### src/rtl/i1_rr_scheduler.sv
// i1_rr_scheduler
// Round-robin scheduler that shares the i1 encode/decode datapath among
// NREQ request lines. One requester holds the datapath until it signals
// done, drops its request, enable falls, or (optionally) the hold timer
// expires. Each grant is followed by a one-cycle release bubble.
//
// Ports:
//   clk          rising-edge clock
//   rst_n        asynchronous active-low reset
//   enable       global qualifier; low blocks new grants and forces release
//   req          level request per requester (bit 0 = requester 0)
//   done         granted requester finished this cycle (ignored outside GRANT)
//   grant        registered one-hot grant
//   grant_valid  registered, equals |grant
//   grant_id     registered binary index of the granted requester, 0 if none
//   idle         combinational enable & (req == 0)
//   timeout      registered one-cycle pulse when a grant is forcibly ended
//
// Optional feature macro: I1_SCHED_TIMEOUT_EN
//   defined   -> hold counter built; a grant lasts at most HOLD_MAX+1 cycles
//   undefined -> no counter, timeout tied low, HOLD_MAX unused
//
// state   | meaning
// IDLE    | no grant; waits for enable & |req
// ARB     | one cycle: round-robin pick after ptr, register the grant
// GRANT   | grant held until done / request drop / enable low / timeout
// RELEASE | one-cycle bubble with grant cleared; ptr updated

module i1_rr_scheduler #(
  parameter int NREQ     = 7,
  parameter int HOLD_MAX = 15,
  parameter int IDW      = 4
) (
  input  logic            clk,
  input  logic            rst_n,
  input  logic            enable,
  input  logic [NREQ-1:0] req,
  input  logic            done,
  output logic [NREQ-1:0] grant,
  output logic            grant_valid,
  output logic [IDW-1:0]  grant_id,
  output logic            idle,
  output logic            timeout
);

  typedef enum logic [1:0] {S_IDLE, S_ARB, S_GRANT, S_RELEASE} state_t;

  state_t          state, state_nx;
  logic [NREQ-1:0] grant_nx;
  logic [IDW-1:0]  grant_id_nx;
  logic            grant_valid_nx;
  logic [IDW-1:0]  ptr, ptr_nx;
  logic            pick_found;
  logic [IDW-1:0]  pick_id;
  logic            own_req;
  logic            hold_hit;

`ifdef I1_SCHED_TIMEOUT_EN
  localparam int CW = (HOLD_MAX > 0) ? $clog2(HOLD_MAX + 1) : 1;
  logic [CW-1:0] count, count_nx;
  logic          timeout_nx;
  assign hold_hit = (count == CW'(HOLD_MAX));
`else
  assign hold_hit = 1'b0;
  assign timeout  = 1'b0;
`endif

  assign idle    = enable & (req == '0);
  // grant is one-hot, so this is req[grant_id] without a variable index
  assign own_req = |(req & grant);

  // Round-robin pick: first set bit above ptr, then wrap to bits 0..ptr.
  always_comb begin
    pick_found = 1'b0;
    pick_id    = '0;
    for (int j = 0; j < NREQ; j++) begin
      if (!pick_found && req[j] && (j > int'(ptr))) begin
        pick_found = 1'b1;
        pick_id    = IDW'(j);
      end
    end
    for (int j = 0; j < NREQ; j++) begin
      if (!pick_found && req[j] && (j <= int'(ptr))) begin
        pick_found = 1'b1;
        pick_id    = IDW'(j);
      end
    end
  end

  always_comb begin
    state_nx       = state;
    grant_nx       = grant;
    grant_id_nx    = grant_id;
    grant_valid_nx = grant_valid;
    ptr_nx         = ptr;
`ifdef I1_SCHED_TIMEOUT_EN
    count_nx       = count;
    timeout_nx     = 1'b0;
`endif
    case (state)
      S_IDLE: begin
        grant_nx       = '0;
        grant_id_nx    = '0;
        grant_valid_nx = 1'b0;
        if (enable && (req != '0)) state_nx = S_ARB;
      end
      S_ARB: begin
        if (enable && pick_found) begin
          grant_nx       = {{(NREQ-1){1'b0}}, 1'b1} << pick_id;
          grant_id_nx    = pick_id;
          grant_valid_nx = 1'b1;
`ifdef I1_SCHED_TIMEOUT_EN
          count_nx       = '0;
`endif
          state_nx       = S_GRANT;
        end else begin
          grant_nx       = '0;
          grant_id_nx    = '0;
          grant_valid_nx = 1'b0;
          state_nx       = S_IDLE;
        end
      end
      S_GRANT: begin
        if (done || !own_req || !enable || hold_hit) begin
          grant_nx       = '0;
          grant_id_nx    = '0;
          grant_valid_nx = 1'b0;
          ptr_nx         = grant_id;
          state_nx       = S_RELEASE;
`ifdef I1_SCHED_TIMEOUT_EN
          // done takes precedence over an expiring timer
          timeout_nx     = hold_hit && !done && own_req && enable;
`endif
        end else begin
`ifdef I1_SCHED_TIMEOUT_EN
          count_nx = count + 1'b1;
`endif
        end
      end
      S_RELEASE: begin
        grant_nx       = '0;
        grant_id_nx    = '0;
        grant_valid_nx = 1'b0;
        state_nx       = S_IDLE;
      end
      default: begin
        grant_nx       = '0;
        grant_id_nx    = '0;
        grant_valid_nx = 1'b0;
        state_nx       = S_IDLE;
      end
    endcase
  end

  always_ff @(posedge clk or negedge rst_n) begin
    if (!rst_n) begin
      state       <= S_IDLE;
      grant       <= '0;
      grant_id    <= '0;
      grant_valid <= 1'b0;
      ptr         <= IDW'(NREQ - 1);
    end else begin
      state       <= state_nx;
      grant       <= grant_nx;
      grant_id    <= grant_id_nx;
      grant_valid <= grant_valid_nx;
      ptr         <= ptr_nx;
    end
  end

`ifdef I1_SCHED_TIMEOUT_EN
  always_ff @(posedge clk or negedge rst_n) begin
    if (!rst_n) begin
      count   <= '0;
      timeout <= 1'b0;
    end else begin
      count   <= count_nx;
      timeout <= timeout_nx;
    end
  end
`endif

endmodule

### config.mk
export PLATFORM = sky130hd
export DESIGN_NAME = i1_rr_scheduler
export DESIGN_NICKNAME = d
export VERILOG_FILES = /design/src/rtl/i1_rr_scheduler.sv
export SDC_FILE = /design/constraint.sdc
export NUM_CORES = 1
export LEC_CHECK = 0
export BUFFER_PORTS_ARGS = -buffer_cell sky130_fd_sc_hd__buf_2
export CELL_PAD_IN_SITES_DETAIL_PLACEMENT = 2
export CELL_PAD_IN_SITES_GLOBAL_PLACEMENT = 2
export CORE_ASPECT_RATIO = 0.5
export CORE_UTILIZATION = 33
export CTS_BUF_LIST = sky130_fd_sc_hd__clkbuf_4 sky130_fd_sc_hd__clkbuf_8 sky130_fd_sc_hd__clkbuf_16
export DETAILED_ROUTE_END_ITERATION = 10
export PLACE_DENSITY_LB_ADDON = 0.1
export REMOVE_ABC_BUFFERS = 1
export SLEW_MARGIN = 40
export SYNTH_ARGS = -nofsm -noshare
export SYNTH_HDL_FRONTEND = slang
export SYNTH_SLANG_ARGS = --single-unit
### constraint.sdc
create_clock -name clk -period 4.79 [get_ports clk]
set_clock_uncertainty 0.05 [all_clocks]
set_input_delay 0.7185 -clock clk [delete_from_list [all_inputs] [get_ports clk]]
set_output_delay 0.7185 -clock clk [all_outputs]
set_load 0.02 [all_outputs]
Word level (Yosys, flattened, before mapping)
Index checks and enable logic that the tools add are counted.
{ "totals": {"inputBits": 11, "elab_cells": 113, "output_inout_bits": 14, "regBits": 18} }
{ "classes": {"n_lt_le_gt_ge": 12, "n_reduce_logical": 49, "shift": 1, "n_mux": 39, "n_eq_ne": 5, "bitwise": 2} }
{ "ops": {"columns": ["operator", "count"], "rows": [
  ["$mux W4", 12],
  ["$logic_and A1 B1 Y1", 26],
  ["$pmux W7 S3", 1],
  ["$mux W1", 16],
  ["$logic_not A1 Y1", 14],
  ["$mux W7", 2],
  ["$gt A3 B4 Y1 const A", 3],
  ["$le A3 B4 Y1 const A", 3],
  ["$pmux W4 S3", 1],
  ["$mux W2", 5],
  ["$gt A2 B4 Y1 const A", 2],
  ["$le A2 B4 Y1 const A", 2],
  ["$pmux W2 S4", 1],
  ["$and A7 B7 Y7", 1],
  ["$logic_not A7 Y1", 1],
  ["$reduce_bool A7 Y1", 1],
  ["$reduce_or A7 Y1", 1],
  ["$shl A1 B4 Y7 const A", 1],
  ["$eq A2 B2 Y1 const B", 2],
  ["$gt A1 B4 Y1 const A", 1],
  ["$le A1 B4 Y1 const A", 1],
  ["$ne A2 B2 Y1 const B", 2],
  ["$reduce_and A2 Y1", 2],
  ["$pmux W1 S3", 1],
  ["5 further kinds", 6]
]} }

Logic depth before layout (Yosys ltp)
Gate-level depths: netlist (run 1).
{ "logic_depth": {"ltp_word": 53, "mapped_depth": 7, "ltp_nobuf": 5} }

Least setup slack after synthesis (run 1)
OpenSTA, ideal clock, no wires.
{ "synth_path": {"kind": "input to output", "startpoint": "input req[5]", "endpoint": "output idle", "t_required_ns": 4.022, "t_arrival_ns": 1.440, "path_slack_ns": 2.582, "path_buffers": 1, "stages": 3, "cell_sequence": "buf_2 > nor4_1 > and3_2"} }
{ "synth_via": {"elab_chain_len": 2} }
{ "synth_lines": {"columns": ["item", "line", "text"], "rows": [
  ["start: declaration", "37", "input logic [NREQ-1:0] req,"],
  ["$logic_not A7 Y1", "68", "assign idle = enable & (req == '0);"],
  ["$and A1 B1 Y1", "68", null],
  ["end: declaration", "42", "output logic idle,"]
]} }
No other way between the ends.

Worst setup path after layout (run 1)
{ "layout_path": {"startpoint": "input req[2]", "endpoint": "output idle"} }
The elaborated chain is that of the path after synthesis.

==> results.toml, run 1 <==
[synthesis]
synth_area_sq_um = 1090
ys_async_sr_fraction_pct = 100
synth_top_area_cell = "dfrtp_1"
synthFlopType = "dfrtp_1"
ys_ff_latch = 16
ys_warn_count = 0
synth_cell_type_count = 51
synthTopCellsByArea = "dfrtp_1 32%, nand2_1 6.2%, dfstp_2 4.8%, o31ai_1 4.1%, buf_4 3.5%"
avgSynthCellArea_sq_um = 8.91
synth-edff-count = 0
synth_top_area_share_pct = 32.2
netlist_instances = 122
synth_seq_area_share_pct = 37.1

[timing]
tightest_slew_ns = 0.608
holdWs_ns = 0.321
rsz0062_at_grt = "false"
finalCritPeriodShare_pct = 52.5
relSlewSlack_pct = 59.3
maxSlewViolCount = 0
period_needed_ns = 2.51
fmax_ghz = 0.398
tns_ns = 0
hold_viol = 0
report.final.setup_viol = 0

[clock_network]
cts_tree = "built"
cts_resized = 0
cts_buffer_depth = 2
clockRootBuffer = "clkbuf_8"
worstSkewPairLatency_ns = 0.25
clock_sinks = 16
post-cts-setup-buffers = 0
path_clk_slew_ns = 0.07
cts_buffers = 3
holdBufCountCts = 0
htree_levels = 1

[finish]
mostFrequentLayoutCell = "buf_2"
area_growth_pct = 13.7
fin_area_sq_um = 1240
register_area_sq_um = 403
nNetsFinal = 152
diodes = 0
layout_common_cells = "22 x buf_2, 18 x nand2_1, 14 x dfrtp_1"
fill_cells = 365
multi_input_area_sq_um = 606
drive_gt1_share_pct = 28.6

[power_and_ir_drop]
power.switching_uw = 214
p_clk_share_pct = 20.9
comb_power_share_pct = 37.5
ir_worst_vdd_v = 0.000197
p_int_uw = 311
p_leak_uw = 0.000565
pwr-share-seq_pct = 41.6
p_sw_share_pct = 40.8
power_density_nw_per_um2 = 425

[placement]
port_buffers = 22
placed_area_sq_um = 1190
dp_hpwl_mm = 2.52
gp_congestion = 0.739

[drt]
drt_iter0_drc = 93
wire_per_inst_um = 17.9
drtAntennaViolNets = 0
dr_total_vias = 1004
wl_mm = 3.22
avgViaCountPerCell = 5.58
drt-pass1-iter-count = 4
post-route-drc-count = 0

[critical_path]
crit_chain = "buf_2, nor4_1, and3_2, buf_2"
cp.arrival_ns = 1.75
critical_path_class = "in -> out"
path_common_cell = "buf_2"
cp_slowest_cell = "nor4_1"
critPathTopFamily = "simple AND/OR/NAND/NOR gates"
critPathMaxStageDelay_ns = 0.47
required_ns = 4.02
critPathBufInv = 2
crit_path_end_kind = "primary output"
worstSetupStartpointType = "input pin"
critPathMaxFanout = 7

[floorplan]
initial_core_util_pct = 35.5
die_x_um = 83.2
row_count = 14
die_y_um = 42.6
die_area_sq_um = 3540
io_pins = 25
core_sq_um = 3070

[run_status]
outcome = "completed"

[grt]
grt_pass1_wl_mm = 5.60
grt_antenna_before_repair = 0
grt_pass1_vias = 1056
grt_max_degree = 22
track_usage_pct = 20.3
grt-ovfl-total = 0

[hold_path]
hp-class = "in -> async"

[job]
maxCapViolCount = 0
-- sequential cells by signal, summed over array words and instances (netlist names), named ones only --
name	flops
grant	7
ptr	3
grant_valid	1
state	1
grant_id	3
-- path summary, 6_finish.rpt --
path | startpoint | to | slack, ns | cells past startpoint
hold reg to reg | state[0] | state[0] | 0.43 | 1
setup reg to reg | ptr[1] | grant[4] | 2.50 | 5
setup / recovery | req[2] | idle | 2.28 | 4
min in group clk | state[0] | state[0] | 0.43 | 1
hold / removal | rst_n | grant_id[1] | 0.32 | 1
max in group asynchronous | rst_n | ptr[2] | 4.06 | 1
-- synth_stat cells, types with 2 or more instances --
cell type	instances
a211o_1	3
a211oi_2	2
a21oi_1	3
a22oi_1	2
buf_2	3
buf_4	5
dfrtp_1	14
dfstp_2	2
inv_1	5
mux2_2	2
nand2_1	18
nand2b_1	5
nor2_1	6
nor3_1	2
nor4_1	2
o2111ai_1	2
o21ai_0	6
o22ai_1	2
o31ai_1	6
-- worst register-to-register path, delay by kind of cell (launching register included) --
kind	cells	cell delay, ns
AO/OA/AOI/OAI	3	1.02
AND/OR/NAND/NOR	2	0.43
flip-flops	1	0.70
-- area by class of cell --
class / instances / share of cell area (%)
Multi-Input combinational cell: 93 / 49.0
Timing Repair Buffer: 22 / 8.91
Clock buffer: 4 / 3.95
Tap cell: 40 / 4.05
Sequential cell: 16 / 32.6
Inverter: 5 / 1.52
-- stage by stage --
step | total power, uW | setup WS (ns) | utilization, % | instances
2_1_floorplan | 341 | 2.64 | - | 114
3_5_place_dp | 418 | 2.30 | 38.7 | 176
6_report | 525 | 2.28 | 40.3 | 180
4_1_cts | 530 | 2.29 | 40.3 | 180
3_3_place_gp | 408 | 2.30 | 38.7 | 176
5_1_grt | 562 | 2.14 | 40.3 | 180
-- cell families after synthesis --
logic type      after synthesis  share of synthesized area (%)
mux                           2                           2.07
flops                        16                           37.1
simple gates                 48                           24.3
buf+inv                      14                           7.60
compound gates               41                           28.7
other cells                   1                          0.345
-- routing by layer --
layer | vias to the layer above | track usage, % | routed length [um]
li1 | 487 | - | -
met1 | 508 | 32.6 | 1780
met2 | 9 | 29.2 | 1400
met3 | 0 | 1.77 | 43
met4 | 0 | 4.14 | 0
met5 | - | 0 | 0
-- power groups by stage --
stage                     logic, uW  clock network (uW)  registers, uW
final                           197                 110            218
after global routing            217                 118            227
after CTS                       199                 113            218
after detailed placement        198                   0            221
after global placement          191                   0            218
after floorplan                 125                   0            216
Note: power is estimated with default switching activity, not from simulation.
==> inputs of run 2 (changes only) <==
Settings changed: CORE_UTILIZATION 33 to 28.
Clock period 4.79 ns to 2.15 ns, I/O delays scaled along.
==> results.toml, run 2 (same netlist as run 1, synthesis figures left out) <==
[run_status]
outcome = "completed"

[finish]
nNetsFinal = 166
top_regs = "grant: 7 flops, grant_id: 3 flops, ptr: 3 flops"
mostFrequentLayoutCell = "buf_2"
largest_register_ffs = 7
diodes = 0
layout_common_cells = "22 x buf_2, 18 x nand2_1, 14 x dfrtp_1"
fill_cells = 428
regMostFlops = "grant"
drive_gt1_share_pct = 36.4
area_growth_pct = 27.0

[critical_path]
timing.rr.start = "ptr[1]"
cp.arrival_ns = 2.13
worstSetupEndpoint = "grant[3]"
required_ns = 2.26
crit_path_end_kind = "flop"
rr_worst_depth = 6
timing.rr.end = "grant[3]"
worstSetupStartpointType = "flop"
reg2reg_slack_ns = 0.12
crit_path_start = "ptr[1]"
critical_path_class = "reg -> reg"
critPathMaxFanout = 12

[placement]
port_buffers = 22
dp_hpwl_mm = 2.83
gp_congestion = 0.794
place_ws_ns = 0.144

[drt]
drtAntennaViolNets = 0
dr_total_vias = 1088
drt-pass1-iter-count = 4
wl_mm = 3.61
post-route-drc-count = 0
avgViaCountPerCell = 5.31
wire_per_inst_um = 17.6
drt_iter0_drc = 34

[power_and_ir_drop]
power_density_nw_per_um2 = 934
comb_power_share_pct = 44.0
p_clk_share_pct = 20.6
ir_worst_vdd_v = 0.000387
power.switching_uw = 509
fin_total_pwr_uw = 1290
p_leak_uw = 0.000643
p_int_uw = 780
p_sw_share_pct = 39.5
pwr-share-seq_pct = 35.3

[clock_network]
path_clk_slew_ns = 0.06
htree_levels = 1
cts_buffer_depth = 2
cts_buffers = 3
cts_tree = "built"
clockRootBuffer = "clkbuf_8"
clock_sinks = 16
worstSkewPairLatency_ns = 0.25

[floorplan]
core_sq_um = 3570
die_area_sq_um = 4150
row_count = 15
io_pins = 25
initial_core_util_pct = 30.5
die_y_um = 46.1
die_x_um = 90.1

[grt]
grt_pass1_vias = 1117
grt-ovfl-total = 0
grt_antenna_before_repair = 0
track_usage_pct = 18.8
grt_max_degree = 17
grt_pass1_wl_mm = 5.83

[timing]
relSlewSlack_pct = 64.2
layout_setup_ws_ns = 0.124
tns_ns = 0
maxSlewViolCount = 0
report.final.setup_viol = 0
finalCritPeriodShare_pct = 94.3
period_needed_ns = 2.03
tightest_slew_ns = 0.534
hold_viol = 0
rsz0062_at_grt = "false"
holdWs_ns = 0.426
fmax_ghz = 0.493

[hold_path]
hp-class = "reg -> reg"
holdPathStages = 1

[job]
maxCapViolCount = 0
-- run 2: cell types whose count changed in the layout (fill, tap and decap cells not counted) --
| cell | change |
|---|---|
| o31ai_2 | +2 |
| o32ai_1 | -1 |
| buf_4 | +13 |
| o31ai_1 | -2 |
| dlygate4sd3_1 | +1 |
| clkbuf_8 | +1 |
| o32ai_2 | +1 |
| clkbuf_4 | -1 |
-- run 2: final cells by class --
cell class	instances	area (sq um)	share of cell area, %
clock buffer	4	55.1	3.99
inverter	5	18.8	1.36
multi-input combinational	93	623	45.1
sequential	16	403	29.2
tap	51	63.8	4.62
timing repair buffer	36	218	15.8
-- run 2: how the worst min path moves through the flow --
stage / from / to / slack [ns]
after CTS: state[0] / state[0] / 0.43
after global placement: rst_n / asynchronous set/reset pin / 0.21
final: state[0] / state[0] / 0.43
after detailed placement: rst_n / state[0] / 0.21
after global routing: state[0] / state[0] / 0.45
after floorplan: rst_n / asynchronous set/reset pin / -0.02
-- run 2: worst max-delay path, cell delays in order (launching register included) --
cell and delay, ns:
dfstp_2 0.65, nand2b_1 0.19, a211oi_2 0.09, buf_4 0.15
or2_1 0.24, o211a_1 0.31, o31ai_2 0.25
-- run 2: stage by stage --
step / cell area [sq um] / cells / util, %
floorplan: 1030 / 114 / -
global placement: 1300 / 200 / 36.4
detailed placement: 1300 / 200 / 36.4
CTS: 1360 / 205 / 38.2
global route: 1380 / 205 / 38.7
finish: 1380 / 205 / 38.7
-- run 2: metal layers --
| layer | track usage [%] | up-vias | routed length (um) |
|---|---|---|---|
| li1 | - | 515 | - |
| met1 | 26.1 | 552 | 1880 |
| met2 | 31.1 | 15 | 1620 |
| met3 | 2.97 | 6 | 66 |
| met4 | 5.48 | 0 | 45 |
| met5 | 0 | - | 0 |
-- run 2: repair_timing --
item	CTS	global route
hold buffers	1	0
hold endpoints to repair	14	0
setup endpoints to repair	0	4
buffers inserted	0	0
gates resized for setup	0	3
-- run 2: power by group through the flow --
| stage | Sequential (uW) | Clock [uW] | Combinational, uW |
|---|---|---|---|
| floorplan | 481 | 0 | 278 |
| global placement | 454 | 0 | 546 |
| detailed placement | 460 | 0 | 552 |
| CTS | 455 | 272 | 556 |
| global route | 466 | 288 | 625 |
| finish | 456 | 266 | 568 |
